<file path="config.mk">
export PLATFORM = sky130hd
export DESIGN_NAME = descrambler
export DESIGN_NICKNAME = d
export VERILOG_FILES = /design/src/rtl/descrambler_pkg.sv /design/src/rtl/descrambler_lfsr_byte_step.sv /design/src/rtl/descrambler.sv
export SDC_FILE = /design/constraint.sdc
export NUM_CORES = 1
export LEC_CHECK = 0
export ABC_AREA = 1
export CORE_UTILIZATION = 60
export DETAILED_ROUTE_END_ITERATION = 6
export PLACE_DENSITY = 0.94
export SLEW_MARGIN = 25
export SYNTH_ARGS = -nofsm -noshare
export SYNTH_HDL_FRONTEND = slang
export SYNTH_HIERARCHICAL = 1
export SYNTH_SLANG_ARGS = --single-unit
</file>
<file path="constraint.sdc">
create_clock -name clk -period 13.2 [get_ports clk]
set_input_delay 2.64 -clock clk [delete_from_list [all_inputs] [get_ports clk]]
set_output_delay 2.64 -clock clk [all_outputs]
set_load 0.01 [all_outputs]
</file>
<file path="src/rtl/descrambler_pkg.sv">
// Shared constants and types for the PIPE lane descrambler: LFSR polynomials,
// special symbol codes, sync-header encodings and PIPEWIDTH decoding.
package descrambler_pkg;

  localparam int DATA_W     = 32;
  localparam int LANE_BYTES = DATA_W / 8;

  // Galois feedback masks: X^16+X^5+X^4+X^3+1 and X^23+X^21+X^16+X^8+X^5+X^2+1
  localparam logic [15:0] LFSR16_TAPS = 16'h0039;
  localparam logic [15:0] LFSR16_SEED = 16'hFFFF;
  localparam logic [22:0] LFSR23_TAPS = 23'h210125;

  localparam logic [7:0] COM_CODE = 8'hBC;
  localparam logic [7:0] SKP_CODE = 8'h1C;
  localparam logic [7:0] EIEOS_B0 = 8'h00;
  localparam logic [7:0] EIEOS_B1 = 8'hFF;

  typedef enum logic [1:0] {
    SH_8B10B   = 2'b00,
    SH_DATA    = 2'b01,
    SH_OS      = 2'b10,
    SH_INVALID = 2'b11
  } sync_hdr_e;

  localparam logic [5:0] PW_8  = 6'd8;
  localparam logic [5:0] PW_16 = 6'd16;
  localparam logic [5:0] PW_32 = 6'd32;

  function automatic logic [LANE_BYTES-1:0] width_to_byte_en(input logic [5:0] w);
    case (w)
      PW_8:    return 4'b0001;
      PW_16:   return 4'b0011;
      PW_32:   return 4'b1111;
      default: return 4'b1111;
    endcase
  endfunction

endpackage

</file>
<file path="src/rtl/descrambler_lfsr_byte_step.sv">
// One byte position of the descrambler chain: advances the active LFSR by one
// byte and produces the (de)scrambled output byte. Purely combinational.
module lfsr_byte_step
  import descrambler_pkg::*;
(
  input  logic        en,
  input  sync_hdr_e   mode,
  input  logic [15:0] lfsr16_in,
  input  logic [22:0] lfsr23_in,
  input  logic [7:0]  data_in,
  input  logic        k_in,
  output logic [15:0] lfsr16_out,
  output logic [22:0] lfsr23_out,
  output logic [7:0]  data_out
);

  function automatic logic [15:0] adv16(input logic [15:0] s);
    logic [15:0] t;
    t = s;
    for (int i = 0; i < 8; i++) t = {t[14:0], 1'b0} ^ (t[15] ? LFSR16_TAPS : 16'h0000);
    return t;
  endfunction

  function automatic logic [7:0] key16(input logic [15:0] s);
    logic [15:0] t;
    logic [7:0]  k;
    t = s;
    k = '0;
    for (int i = 0; i < 8; i++) begin
      k[i] = t[15];
      t    = {t[14:0], 1'b0} ^ (t[15] ? LFSR16_TAPS : 16'h0000);
    end
    return k;
  endfunction

  function automatic logic [22:0] adv23(input logic [22:0] s);
    logic [22:0] t;
    t = s;
    for (int i = 0; i < 8; i++) t = {t[21:0], 1'b0} ^ (t[22] ? LFSR23_TAPS : 23'h000000);
    return t;
  endfunction

  function automatic logic [7:0] key23(input logic [22:0] s);
    logic [22:0] t;
    logic [7:0]  k;
    t = s;
    k = '0;
    for (int i = 0; i < 8; i++) begin
      k[i] = t[22];
      t    = {t[21:0], 1'b0} ^ (t[22] ? LFSR23_TAPS : 23'h000000);
    end
    return k;
  endfunction

  logic is_com;
  logic is_skp;

  assign is_com = k_in && (data_in == COM_CODE);
  assign is_skp = k_in && (data_in == SKP_CODE);

  always_comb begin
    lfsr16_out = lfsr16_in;
    lfsr23_out = lfsr23_in;
    data_out   = 8'h00;
    if (en) begin
      data_out = data_in;
      case (mode)
        SH_8B10B: begin
          // COM leaves the LFSR at all-ones so the next byte uses the seed directly
          if (is_com) begin
            lfsr16_out = LFSR16_SEED;
          end else if (!is_skp) begin
            lfsr16_out = adv16(lfsr16_in);
            if (!k_in) data_out = data_in ^ key16(lfsr16_in);
          end
        end
        SH_DATA: begin
          lfsr23_out = adv23(lfsr23_in);
          data_out   = data_in ^ key23(lfsr23_in);
        end
        default: ;
      endcase
    end
  end

endmodule

</file>
<file path="src/rtl/descrambler.sv">
// Per-lane PIPE descrambler for 8b/10b and 128b/130b encodings; four chained
// byte steps per cycle, registered outputs with one cycle of latency.
module descrambler
  import descrambler_pkg::*;
(
  input  logic              clk,
  input  logic              reset,
  input  logic              turnOff,
  input  logic              PIPEDataValid,
  input  logic [5:0]        PIPEWIDTH,
  input  logic [1:0]        PIPESyncHeader,
  input  logic [23:0]       seedValue,
  input  logic [DATA_W-1:0] PIPEData,
  input  logic [3:0]        PIPEDataK,
  output logic              descramblerDataValid,
  output logic [DATA_W-1:0] descramblerData,
  output logic [3:0]        descramblerDataK,
  output logic [1:0]        descramblerSyncHeader
);

  sync_hdr_e             mode;
  logic [LANE_BYTES-1:0] byte_en;
  logic [15:0]           lfsr16_r;
  logic [22:0]           lfsr23_r;
  logic                  seed_pend_r;
  logic [22:0]           lfsr23_cur;
  logic [15:0]           lfsr16_end;
  logic [22:0]           lfsr23_end;
  logic [DATA_W-1:0]     data_comb;
  logic                  eieos;
  logic                  unused_seed_msb;

  logic                  vld_p1;
  logic [DATA_W-1:0]     data_p1;
  logic [3:0]            k_p1;
  logic [1:0]            hdr_p1;

  assign mode            = sync_hdr_e'(PIPESyncHeader);
  assign byte_en         = width_to_byte_en(PIPEWIDTH);
  assign unused_seed_msb = seedValue[23];

  // Until the first valid cycle after reset the 23-bit LFSR tracks the live seed
  assign lfsr23_cur = seed_pend_r ? seedValue[22:0] : lfsr23_r;

  for (genvar i = 0; i < LANE_BYTES; i++) begin : g_byte
    logic [15:0] l16_in;
    logic [15:0] l16_out;
    logic [22:0] l23_in;
    logic [22:0] l23_out;
    logic [7:0]  step_byte;

    if (i == 0) begin : g_first
      assign l16_in = lfsr16_r;
      assign l23_in = lfsr23_cur;
    end else begin : g_next
      assign l16_in = g_byte[i-1].l16_out;
      assign l23_in = g_byte[i-1].l23_out;
    end

    lfsr_byte_step u_step (
      .en         (byte_en[i]),
      .mode       (mode),
      .lfsr16_in  (l16_in),
      .lfsr23_in  (l23_in),
      .data_in    (PIPEData[8*i +: 8]),
      .k_in       (PIPEDataK[i]),
      .lfsr16_out (l16_out),
      .lfsr23_out (l23_out),
      .data_out   (step_byte)
    );

    assign data_comb[8*i +: 8] = !byte_en[i] ? 8'h00 :
                                 (turnOff ? PIPEData[8*i +: 8] : step_byte);
  end

  assign lfsr16_end = g_byte[LANE_BYTES-1].l16_out;
  assign lfsr23_end = g_byte[LANE_BYTES-1].l23_out;

  assign eieos = (mode == SH_OS) && byte_en[1] &&
                 (PIPEData[7:0] == EIEOS_B0) && (PIPEData[15:8] == EIEOS_B1);

  always_ff @(posedge clk or negedge reset) begin
    if (!reset) begin
      lfsr16_r    <= LFSR16_SEED;
      lfsr23_r    <= '0;
      seed_pend_r <= 1'b1;
    end else if (PIPEDataValid) begin
      lfsr16_r    <= lfsr16_end;
      lfsr23_r    <= eieos ? seedValue[22:0] : lfsr23_end;
      seed_pend_r <= 1'b0;
    end
  end

  // p0 -> p1: output register stage
  always_ff @(posedge clk or negedge reset) begin
    if (!reset) begin
      vld_p1  <= 1'b0;
      data_p1 <= '0;
      k_p1    <= '0;
      hdr_p1  <= '0;
    end else begin
      vld_p1  <= PIPEDataValid;
      data_p1 <= PIPEDataValid ? data_comb : '0;
      k_p1    <= PIPEDataK;
      hdr_p1  <= PIPESyncHeader;
    end
  end

  assign descramblerDataValid  = vld_p1;
  assign descramblerData       = data_p1;
  assign descramblerDataK      = k_p1;
  assign descramblerSyncHeader = hdr_p1;

endmodule

</file>
==> run_results.csv <==
group,metric,value,unit
synthesis,yosysTopAreaCellShare,19.2,%
critical_path,crit_arrival,9000,ps
synthesis,synth_xor_area_share,14.7,%
sta,rsz0062_at_grt,"false",
grt,grt_pass1_wl,52000,um
synthesis,synth_top_cell_by_area,"nand2_1",
critical_path,crit_path_max_fanout,8,
die,start_util,62.3,%
route,wirelength,32600,um
synthesis,ys_seq_area_share,19.1,%
clock_tree,clk_pin_slew,70,ps
finish,fillers,1467,
synthesis,yosys-top-cells-area,"nand2_1 19%, dfrtp_1 15%, xnor2_1 9.0%",
place,place.gp.congestion,0.978,
synthesis,ys_types,36,
grt,first_global_vias,10377,
finish,layout_commonest_cell,"nand2_1",
synthesis,yosys_warnings,6,
critical_path,slowest_stage,"o21ai_0",
synthesis,synth-simple-area-share,38.1,%
critical_path,path_common_cell,"nand2_1",
sta,finalHoldViolCount,0,
pwr,powerDensity,283,nW/um^2
sta,fin_ws,4450,ps
clock_tree,cts_tree,"done",
grt,antenna_found_initial,0,
sta,drv_slew,0,
finish,fin_area,11800,um^2
finish,syn_to_final_growth,12.5,%
route,drt-initial-drc-count,1366,
critical_path,startpoint_type,"input pin",
sta,post-route-min-period,8750,ps
finish,layout-drive-gt1-share,10.5,%
place,dpl_cell_area,11500,um^2
critical_path,worstSetupPathType,"input pin to flip-flop",
synthesis,synth_area_per_cell,6.09,um^2
synthesis,synth_top_family_by_area,"simple AND/OR/NAND/NOR gates",
clock_tree,cts.path.max_buffers,2,
clock_tree,holdBufCountCts,0,
critical_path,reg2reg_slack,6390,ps
clock_tree,cts_max_level,3,
run,max_cap_viol_count,0,
place,pre_cts_ws,4300,ps
synthesis,synth_compound_area_share,15.5,%
finish,fin_util,70.1,%
grt,track_usage,36.7,%
die,io_pins,111,
grt,grt_max_degree,57,
critical_path,r2r_cells,46,
finish,antenna_cells,0,
critical_path,slowest_delay,570,ps
worst_hold_path,worst_hold_path.endpoint,"g_byte[0].l16_in[6]$_DFFE_PN1P_",
finish,nets,1847,
synthesis,syn_inst,1721,
synthesis,post_synth_fa_ha_maj_area_fraction,0,%
sta,timing.setup.tns,0,ps
sta,clock_skew,9.61,ps
critical_path,r2r_start,"seed_pend_r$_DFFE_PN1P_",
sta,finalCritPeriodShare,66.3,%
route,firstDrtPassIters,5,
clock_tree,cts_resized,0,
clock_tree,cts-root-buf,"clkbuf_16",
place,io_buffers,109,
critical_path,end_kind,"flip-flop",
pwr,leakagePower,5.72,nW
route,avgRoutedWirePerCell,16.3,um
place,dpl.hpwl,24500,um
worst_hold_path,hold_depth,2,
critical_path,crit_required,13450,ps
sta,worst_pin_slew,769,ps
clock_tree,cts_buffers,9,
synthesis,synth_area,10500,um^2
worst_hold_path,hp-class,"flip-flop to flip-flop",
die,die_area,18000,um^2
sta,max_clock_freq,0.114,GHz
synthesis,muxShareOfSynthArea,0.382,%
route,viasPerCell,5.77,
route,antenna_left,0,
clock_tree,post_cts.repair.setup_buffers,0,
sta,setup_viol,0,
die,std_cell_rows,47,
synthesis,ys_ff_latch,79,
route,vias,11540,
die,die_y,134,um
route,drc,0,
worst_hold_path,worstHoldStart,"g_byte[0].l16_in[6]$_DFFE_PN1P_",
clock_tree,clock_sinks,79,
die,core_area,16800,um^2
grt,overflow,0,
clock_tree,worstSkewPairLatency,360,ps
outcome,outcome,"complete, no violations",
sta,slew_headroom,48.5,%
pwr,ir_drop,0.196,mV
die,die_width,134,um
finish,final_cell_mix,"537 x nand2_1, 173 x inv_1, 168 x nand3_1",
critical_path,regToRegEndpoint,"descramblerData[31]$_DFF_PN0_",
[registers in the layout (all words and copies together), names as in the netlist]
register,flops
descramblerData,32
descramblerDataK,4
descramblerDataValid,1
descramblerSyncHeader,2
g_byte.l16_in,16
lfsr23_r,23
seed_pend_r,1
[worst max-delay path by stage]
stage / start / end
finish: seedValue[19] / descramblerData[31]$_DFF_PN0_
global route: seedValue[20] / descramblerData[31]$_DFF_PN0_
CTS: seedValue[19] / descramblerData[31]$_DFF_PN0_
detailed placement: seedValue[19] / descramblerData[31]$_DFF_PN0_
global placement: seedValue[19] / descramblerData[31]$_DFF_PN0_
floorplan: seedValue[20] / lfsr23_r[22]$_DFFE_PN0P_
[per-stage QoR]
stage / cells / hold WS (ps) / power [mW]
2_1_floorplan: 1728 / 441 / 2.47
3_3_place_gp: 1984 / 462 / 2.90
3_5_place_dp: 1984 / 466 / 2.97
4_1_cts: 2000 / 477 / 3.26
5_1_grt: 2000 / 503 / 3.60
6_report: 2000 / 474 / 3.34
[where the power goes]
group	leakage [nW]	switching (mW)	internal, mW
combinational	4.61	1.69	0.987
clock	0.150	0.118	0.154
sequential	0.966	0.0654	0.325
total	5.72	1.87	1.47
[layout make-up]
class	count	area, um^2	area share (%)
repair buffers	116	1140	9.64
inverters	219	832	7.06
multi-input cells	1350	7240	61.4
well taps	220	275	2.33
clock buffers	11	243	2.06
flip-flops and latches	79	2000	16.9
clock inverters	5	65.1	0.552
[worst max-delay path: cells and delay by family]
family,cells,cell delay [ps]
and+or+nand+nor,37,4350
buffers and inverters,8,1150
AOI/OAI and AO/OA,2,800
[cell usage after synthesis]
| library cell | instances |
|---|---|
| nand3b_2 | 4 |
| clkbuf_1 | 14 |
| nand2_2 | 40 |
| xor2_2 | 4 |
| conb_1 | 1 |
| nand3_1 | 168 |
| nand2_4 | 21 |
| nor2_2 | 1 |
| buf_6 | 6 |
| or2_1 | 4 |
| dfstp_2 | 17 |
| inv_4 | 4 |
| or2_2 | 8 |
| or2_0 | 8 |
| o211ai_1 | 44 |
| nor2_1 | 39 |
| o21ai_0 | 99 |
| nor3_1 | 8 |
| o21ai_1 | 60 |
| dfrtp_1 | 62 |
| buf_2 | 50 |
| a31oi_1 | 12 |
| buf_4 | 8 |
| buf_1 | 2 |
| nor2_4 | 14 |
| nand2_1 | 537 |
| nand4_1 | 4 |
| inv_1 | 173 |
| xnor2_1 | 108 |
| a21oi_1 | 78 |
| mux2i_1 | 4 |
| nand3b_1 | 4 |
| nand3_2 | 8 |
| inv_2 | 42 |
| xor2_1 | 61 |
| o2111ai_1 | 4 |
[cell families after synthesis]
kind of cell,after synthesis
compound gates,297
xor+xnor,173
buf+inv,299
flops,79
mux,4
other cells,1
simple gates,868
[layer usage]
metal / share of wire [%] / track usage, % / wire, um / vias up
met5: 0 / 0 / 0 / -
met4: 4.0 / 17.7 / 1310 / 0
met3: 9.8 / 4.95 / 3180 / 112
met2: 45 / 58.6 / 14600 / 619
met1: 41 / 48.9 / 13500 / 5237
li1: - / - / - / 5572
No activity file was read; power rests on OpenSTA's default activity.
